===== config.mk =====
export PLATFORM = sky130hd
export DESIGN_NAME = shift_frame_tx_flat
export DESIGN_NICKNAME = d
export VERILOG_FILES = /design/src/rtl/shift_pkg.sv /design/src/rtl/shift_frame_tx_if.sv /design/src/rtl/lane_demux.sv /design/src/rtl/shift_frame_tx.sv /design/src/flat_wrapper.sv
export SDC_FILE = /design/constraint.sdc
export NUM_CORES = 1
export LEC_CHECK = 0
export CAP_MARGIN = 25
export CORE_MARGIN = 2
export CORE_UTILIZATION = 42
export DETAILED_ROUTE_END_ITERATION = 16
export PLACE_DENSITY_LB_ADDON = 0.1
export SYNTH_ARGS = -nofsm -noshare
export SYNTH_HDL_FRONTEND = slang
export SYNTH_SLANG_ARGS = --single-unit

===== constraint.sdc =====
create_clock -name clk -period 10.3 [get_ports clk]
set_input_delay 3.09 -clock clk [delete_from_list [all_inputs] [get_ports clk]]
set_output_delay 3.09 -clock clk [all_outputs]
set_load 0.02 [all_outputs]

===== src/rtl/shift_pkg.sv =====
// Shared constants, state encoding and lane helpers for the shift_frame_tx / shift_align pair.
package shift_pkg;

  localparam int LANES  = 16;
  localparam int WORD_W = 16;
  localparam int LANE_W = $clog2(LANES);
  localparam int BUS_W  = LANES * WORD_W;

  localparam logic [WORD_W-1:0] SYNC_WORD = 16'h817E;

  typedef enum logic [1:0] {
    IDLE,
    PREAMBLE,
    SYNC,
    PAYLOAD
  } state_t;

  // Lowest bit of lane k on the flattened bus.
  function automatic int unsigned lane_lsb(input int unsigned lane);
    return lane * WORD_W;
  endfunction

endpackage


===== src/rtl/shift_frame_tx_if.sv =====
// Payload handshake plus lane-bus outputs of the framer; master is the payload source / bus observer.
interface shift_frame_tx_if;
  import shift_pkg::*;

  logic [WORD_W-1:0] din;
  logic              din_valid;
  logic              din_ready;
  logic [BUS_W-1:0]  dataout;
  logic [LANES-1:0]  valid_out;
  logic              frame_start;

  modport master (
    output din, din_valid,
    input  din_ready, dataout, valid_out, frame_start
  );

  modport slave (
    input  din, din_valid,
    output din_ready, dataout, valid_out, frame_start
  );

endinterface


===== src/rtl/lane_demux.sv =====
// Registers one word and its valid onto the selected lane; every other lane is driven to zero.
module lane_demux
  import shift_pkg::*;
(
  input  logic              clk,
  input  logic              rst,
  input  logic [LANE_W-1:0] i_lane,
  input  logic [WORD_W-1:0] i_word,
  input  logic              i_valid,
  output logic [BUS_W-1:0]  o_dataout,
  output logic [LANES-1:0]  o_valid
);

  genvar gi;
  generate
    for (gi = 0; gi < LANES; gi++) begin : g_lane
      logic              w_hit;
      logic [WORD_W-1:0] r_data;
      logic              r_valid;

      assign w_hit = i_valid && (i_lane == LANE_W'(gi));

      always_ff @(posedge clk or posedge rst) begin
        if (rst) begin
          r_data  <= '0;
          r_valid <= 1'b0;
        end else begin
          r_data  <= w_hit ? i_word : '0;
          r_valid <= w_hit;
        end
      end

      assign o_dataout[lane_lsb(gi) +: WORD_W] = r_data;
      assign o_valid[gi]                       = r_valid;
    end
  endgenerate

endmodule


===== src/rtl/shift_frame_tx.sv =====
// Lane framer: preamble of sync words after enable, then FRAME_LEN payload words per frame,
// each later frame led by a single sync word on a freshly sampled lane.
module shift_frame_tx
  import shift_pkg::*;
#(
  parameter int FRAME_LEN = 16,
  parameter int SYNC_REPS = 5
) (
  input  logic              clk,
  input  logic              rst,
  input  logic              i_enable,
  input  logic [LANE_W-1:0] i_lane_sel,
  output logic              o_busy,
  shift_frame_tx_if.slave   bus
);

  localparam int CNT_W = (FRAME_LEN > 1) ? $clog2(FRAME_LEN) : 1;
  localparam int PRE_W = (SYNC_REPS > 1) ? $clog2(SYNC_REPS) : 1;
  localparam logic [CNT_W-1:0] LAST_WORD = CNT_W'(FRAME_LEN - 1);
  localparam logic [PRE_W-1:0] LAST_PRE  = PRE_W'(SYNC_REPS - 1);

  state_t            r_state;
  logic [CNT_W-1:0]  r_word_cnt;
  logic [PRE_W-1:0]  r_pre_cnt;
  logic [LANE_W-1:0] r_cur_lane;
  logic              r_frame_start;

  logic              w_handshake;
  logic [LANE_W-1:0] w_lane;
  logic [WORD_W-1:0] w_word;
  logic              w_valid;
  logic              w_start;

  assign w_handshake = bus.din_valid && (r_state == PAYLOAD);

  // The SYNC word already travels on the lane being latched this cycle.
  always_comb begin
    w_lane  = r_cur_lane;
    w_word  = '0;
    w_valid = 1'b0;
    w_start = 1'b0;
    case (r_state)
      PREAMBLE: begin
        w_word  = SYNC_WORD;
        w_valid = 1'b1;
        w_start = (r_pre_cnt == '0);
      end
      SYNC: begin
        w_lane  = i_lane_sel;
        w_word  = SYNC_WORD;
        w_valid = 1'b1;
        w_start = 1'b1;
      end
      PAYLOAD: begin
        if (w_handshake) begin
          w_word  = bus.din;
          w_valid = 1'b1;
        end
      end
      default: ;
    endcase
  end

  always_ff @(posedge clk or posedge rst) begin
    if (rst) begin
      r_state       <= IDLE;
      r_word_cnt    <= '0;
      r_pre_cnt     <= '0;
      r_cur_lane    <= '0;
      r_frame_start <= 1'b0;
    end else begin
      r_frame_start <= w_start;
      case (r_state)
        IDLE: begin
          if (i_enable) begin
            r_cur_lane <= i_lane_sel;
            r_pre_cnt  <= '0;
            r_state    <= PREAMBLE;
          end
        end
        PREAMBLE: begin
          if (r_pre_cnt == LAST_PRE) begin
            r_pre_cnt  <= '0;
            r_word_cnt <= '0;
            r_state    <= PAYLOAD;
          end else begin
            r_pre_cnt <= r_pre_cnt + 1'b1;
          end
        end
        SYNC: begin
          r_cur_lane <= i_lane_sel;
          r_word_cnt <= '0;
          r_state    <= PAYLOAD;
        end
        PAYLOAD: begin
          if (w_handshake) begin
            if (r_word_cnt == LAST_WORD) begin
              r_word_cnt <= '0;
              r_state    <= i_enable ? SYNC : IDLE;
            end else begin
              r_word_cnt <= r_word_cnt + 1'b1;
            end
          end
        end
        default: r_state <= IDLE;
      endcase
    end
  end

  assign o_busy          = (r_state != IDLE);
  assign bus.din_ready   = (r_state == PAYLOAD);
  assign bus.frame_start = r_frame_start;

  lane_demux u_lane_demux (
    .clk       (clk),
    .rst       (rst),
    .i_lane    (w_lane),
    .i_word    (w_word),
    .i_valid   (w_valid),
    .o_dataout (bus.dataout),
    .o_valid   (bus.valid_out)
  );

endmodule


===== src/flat_wrapper.sv =====
// flat-port wrapper written by rule: the top's interface ports become plain ports
module shift_frame_tx_flat import shift_pkg::*;
#(
  parameter int FRAME_LEN = 16,
  parameter int SYNC_REPS = 5
)
  (clk, rst, i_enable, i_lane_sel, o_busy, bus_din, bus_din_valid, bus_din_ready, bus_dataout, bus_valid_out, bus_frame_start);
  shift_frame_tx_if bus_i ();
  input  logic clk;
  input  logic rst;
  input  logic i_enable;
  input  logic [LANE_W-1:0] i_lane_sel;
  output logic o_busy;
  input wire logic [$bits(bus_i.din)-1:0] bus_din;
  input wire logic [$bits(bus_i.din_valid)-1:0] bus_din_valid;
  output wire logic [$bits(bus_i.din_ready)-1:0] bus_din_ready;
  output wire logic [$bits(bus_i.dataout)-1:0] bus_dataout;
  output wire logic [$bits(bus_i.valid_out)-1:0] bus_valid_out;
  output wire logic [$bits(bus_i.frame_start)-1:0] bus_frame_start;
  assign bus_i.din = bus_din;
  assign bus_i.din_valid = bus_din_valid;
  assign bus_din_ready = bus_i.din_ready;
  assign bus_dataout = bus_i.dataout;
  assign bus_valid_out = bus_i.valid_out;
  assign bus_frame_start = bus_i.frame_start;
  shift_frame_tx #(.FRAME_LEN(FRAME_LEN), .SYNC_REPS(SYNC_REPS)) u_core (.clk(clk), .rst(rst), .i_enable(i_enable), .i_lane_sel(i_lane_sel), .o_busy(o_busy), .bus(bus_i));
endmodule

==> summary.md <==
| Metric | Value |
|---|---|
| Worst-Margin Slew | 1.03 ns |
| Status | finished clean |
| Fmax | 192 MHz |
| Synth Instances | 765 |
| Largest family of logic cells by synthesized area | simple AND/OR/NAND/NOR gates |
| Area Growth Syn to Fin | 42.0% |
| Hold Vio Cnt, Final | 0 |
| Synth cell types | 52 |
| Placed cell count | 1295 |
| Tmin final | 5.22 ns |
| Core region area | 22600 µm² |
| IO Port Bufs | 298 |
| Tcrit/Tclk final | 50.7% |
| Number of enable flip-flop cells after synthesis | 0 |
| Number of DRC markers in iteration 0 | 401 |
| Worst Path Max Fanout | 17 |
| Global Route Usage Sum | 21.6% |
| Register area share after synthesis | 74.2% |
| Worst hold margin | 0.497 ns |
| CTS tree | done |
| WL per Instance | 19.3 µm |
| Hold Path Class | reg2reg |
| Critical path endpoint category | output port |
| CP Class | reg2out |
| Setup Viol. Count Final | 0 |
| First-pass GRT wire length | 39600 µm |
| Grt ovf | 0 |
| TNS Setup | 0 ns |
| Yosys reg bits | 286 |
| Total number of vias | 6508 |
| Post-CTS Setup Inserts | 0 |
| Die height | 156 µm |
| Chip Width | 156 µm |
| Die area | 24200 µm² |
| Power Total | 3410 µW |
| Initial antenna violation count | 0 |
| Slew HR | 31.5% |
| DRC Markers | 0 |
| Cts repair resizes | 0 |
| Final instance area | 13700 µm² |
| Critical Path Source Type | flip-flop |
| Worst Path Arrival | 2.13 ns |
| Synth top area cells | dfrtp_1, nor2_1, nor3_1 |
| Yosys warns | 0 |
| I/O pins | 299 |
| RSZ-0062 raised after global routing | false |
| Clock sinks | 286 |
| Syn_nets | 797 |
| Top FF cell, synth | dfrtp_1 |
| HPWL after detailed placement | 17700 µm |
| Fraction of final layout cells sized beyond drive strength 1 | 8.16% |
| Pwr/cell area | 249 nW/µm² |
| Final RePlAce weighted congestion | 0.774 |
| H-tree levels | 1 |
| Multiplexer share of the synthesized area | 0.661% |
| Synth async-reset ratio | 100% |
| Finished Layout Cells | 1351 |
| Max_cap viols | 0 |
| DRT Pass-1 Iters | 4 |
| DRT Wirelength | 26100 µm |
| Root buf cell | clkbuf_16 |
| DR vias/cell | 4.82 |
| # rows | 55 |
| Syn Area/Cell | 12.6 µm² |
| Starting Density | 42.7% |
| Vias in the first global route | 6450 |
| Slew Viols, Final | 0 |
| Synth Cell Area | 9650 µm² |
| Post-Synth XOR/XNOR Area | 0% |
| Synth Area in Simple Gates | 16.1% |
| Area share of fa/ha/maj cells after synthesis | 1.04% |
| Final nets | 1075 |
| Most frequent cells in the layout | clkdlybuf4s50_1, dfrtp_1, nor2_1, nor3_1, clkbuf_16 |
| Clk pin slew, worst setup/hold paths | 0.06 ns |
| R2R setup slack | 7.66 ns |
| Clk Latency, worst-skew pair | 0.53 ns |
| Post-synthesis compound-gate area fraction | 3.33% |
| Cts hold-fix bufs | 0 |
| Top cell type's share of synthesized area | 74.2% |
| Fin Clk Skew | 0.00870 ns |
| Critical Path RT | 7.21 ns |
| Largest net degree at the start of global routing | 182 |
| Post-DRT Antenna Nets | 0 |
| Area leader, netlist | dfrtp_1 |
| Placed Area | 12700 µm² |
| Commonest non-fill, non-tap cell in the layout | clkdlybuf4s50_1 |
| Max clock buf depth | 3 |
| # diodes | 0 |
| Leak Pwr | 0.00637 µW |
| TritonCTS buffer count | 29 |
| Max rail drop VDD | 0.000216 V |
[metal layers]
metal	track usage (%)	vias to the layer above	part of all wire, %
met5	0	-	0
li1	-	3000	-
met1	30.2	3236	43
met4	5.46	0	2.4
met2	34.5	228	48
met3	4.97	44	6.7
[path summary, 6_finish.rpt]
kind | cells past startpoint | to | from
setup / recovery | 2 | bus_din_ready | u_core.r_state[0]$_DFFE_PP0P_
hold / removal | 2 | u_core.r_cur_lane[0]$_DFFE_PP0P_ | u_core.r_cur_lane[0]$_DFFE_PP0P_
setup reg to reg | 7 | u_core.u_lane_demux.g_lane[11].r_data[3]$_DFF_PP0_ | u_core.r_state[0]$_DFFE_PP0P_
hold reg to reg | 2 | u_core.r_cur_lane[0]$_DFFE_PP0P_ | u_core.r_cur_lane[0]$_DFFE_PP0P_
max in group asynchronous | 3 | u_core.u_lane_demux.g_lane[15].r_data[4]$_DFF_PP0_ | rst
min in group asynchronous | 2 | u_core.u_lane_demux.g_lane[9].r_data[14]$_DFF_PP0_ | rst
[kinds of logic (layout without fill, tap and decap cells)]
family,after synthesis,in the layout
muxes,6,6
and+or+nand+nor,339,339
AOI/OAI and AO/OA,39,39
adders and majority gates,8,8
buffers and inverters,87,388
DFF,286,286
[through the flow]
| step | worst slack (ns) | util [%] |
|---|---|---|
| floorplan | 3.42 | - |
| global placement | 4.86 | 56.4 |
| detailed placement | 4.78 | 56.4 |
| CTS | 5.06 | 60.5 |
| global route | 4.97 | 60.7 |
| finish | 5.08 | 60.7 |
[cells in the mapped netlist (4+ instances only)]
cell type	count
buf_6	4
nand3_2	6
nor2_1	183
clkbuf_1	15
o21ai_1	4
a21oi_1	4
ha_1	8
nand2b_1	5
o21ai_0	7
nand3b_2	5
nor3_1	81
dfrtp_1	286
nand2_1	27
and3_1	9
buf_2	22
o21ai_2	4
inv_1	26
buf_4	18
[registers in the layout, summed over array words and instances, names as in the netlist]
| register | cells |
|---|---|
| u_core.bus.frame_start | 1 |
| u_core.r_cur_lane | 4 |
| u_core.r_pre_cnt | 3 |
| u_core.r_state | 2 |
| u_core.r_word_cnt | 4 |
| u_core.u_lane_demux.g_lane.r_data | 256 |
| u_core.u_lane_demux.g_lane.r_valid | 16 |
[power breakdown]
group / switching [µW] / internal (µW) / leakage [µW]
clock network: 423 / 595 / 0.000457
logic: 796 / 329 / 0.00194
registers: 46.8 / 1220 / 0.00397
[final cells by class]
cell class / instances / area [µm²]
fillers: 1874 / 8870
flip-flops and latches: 286 / 7160
repair buffers: 307 / 3090
multi-input cells: 392 / 2060
clock buffers: 45 / 856
well taps: 285 / 357
inverters: 27 / 105
clock inverters: 9 / 78.8
[critical path: stages (launching register included)]
cell and delay (ns):
dfrtp_1 0.38, ha_1 0.50, clkdlybuf4s50_1 0.71
Note: power is estimated with default switching activity, not from simulation.
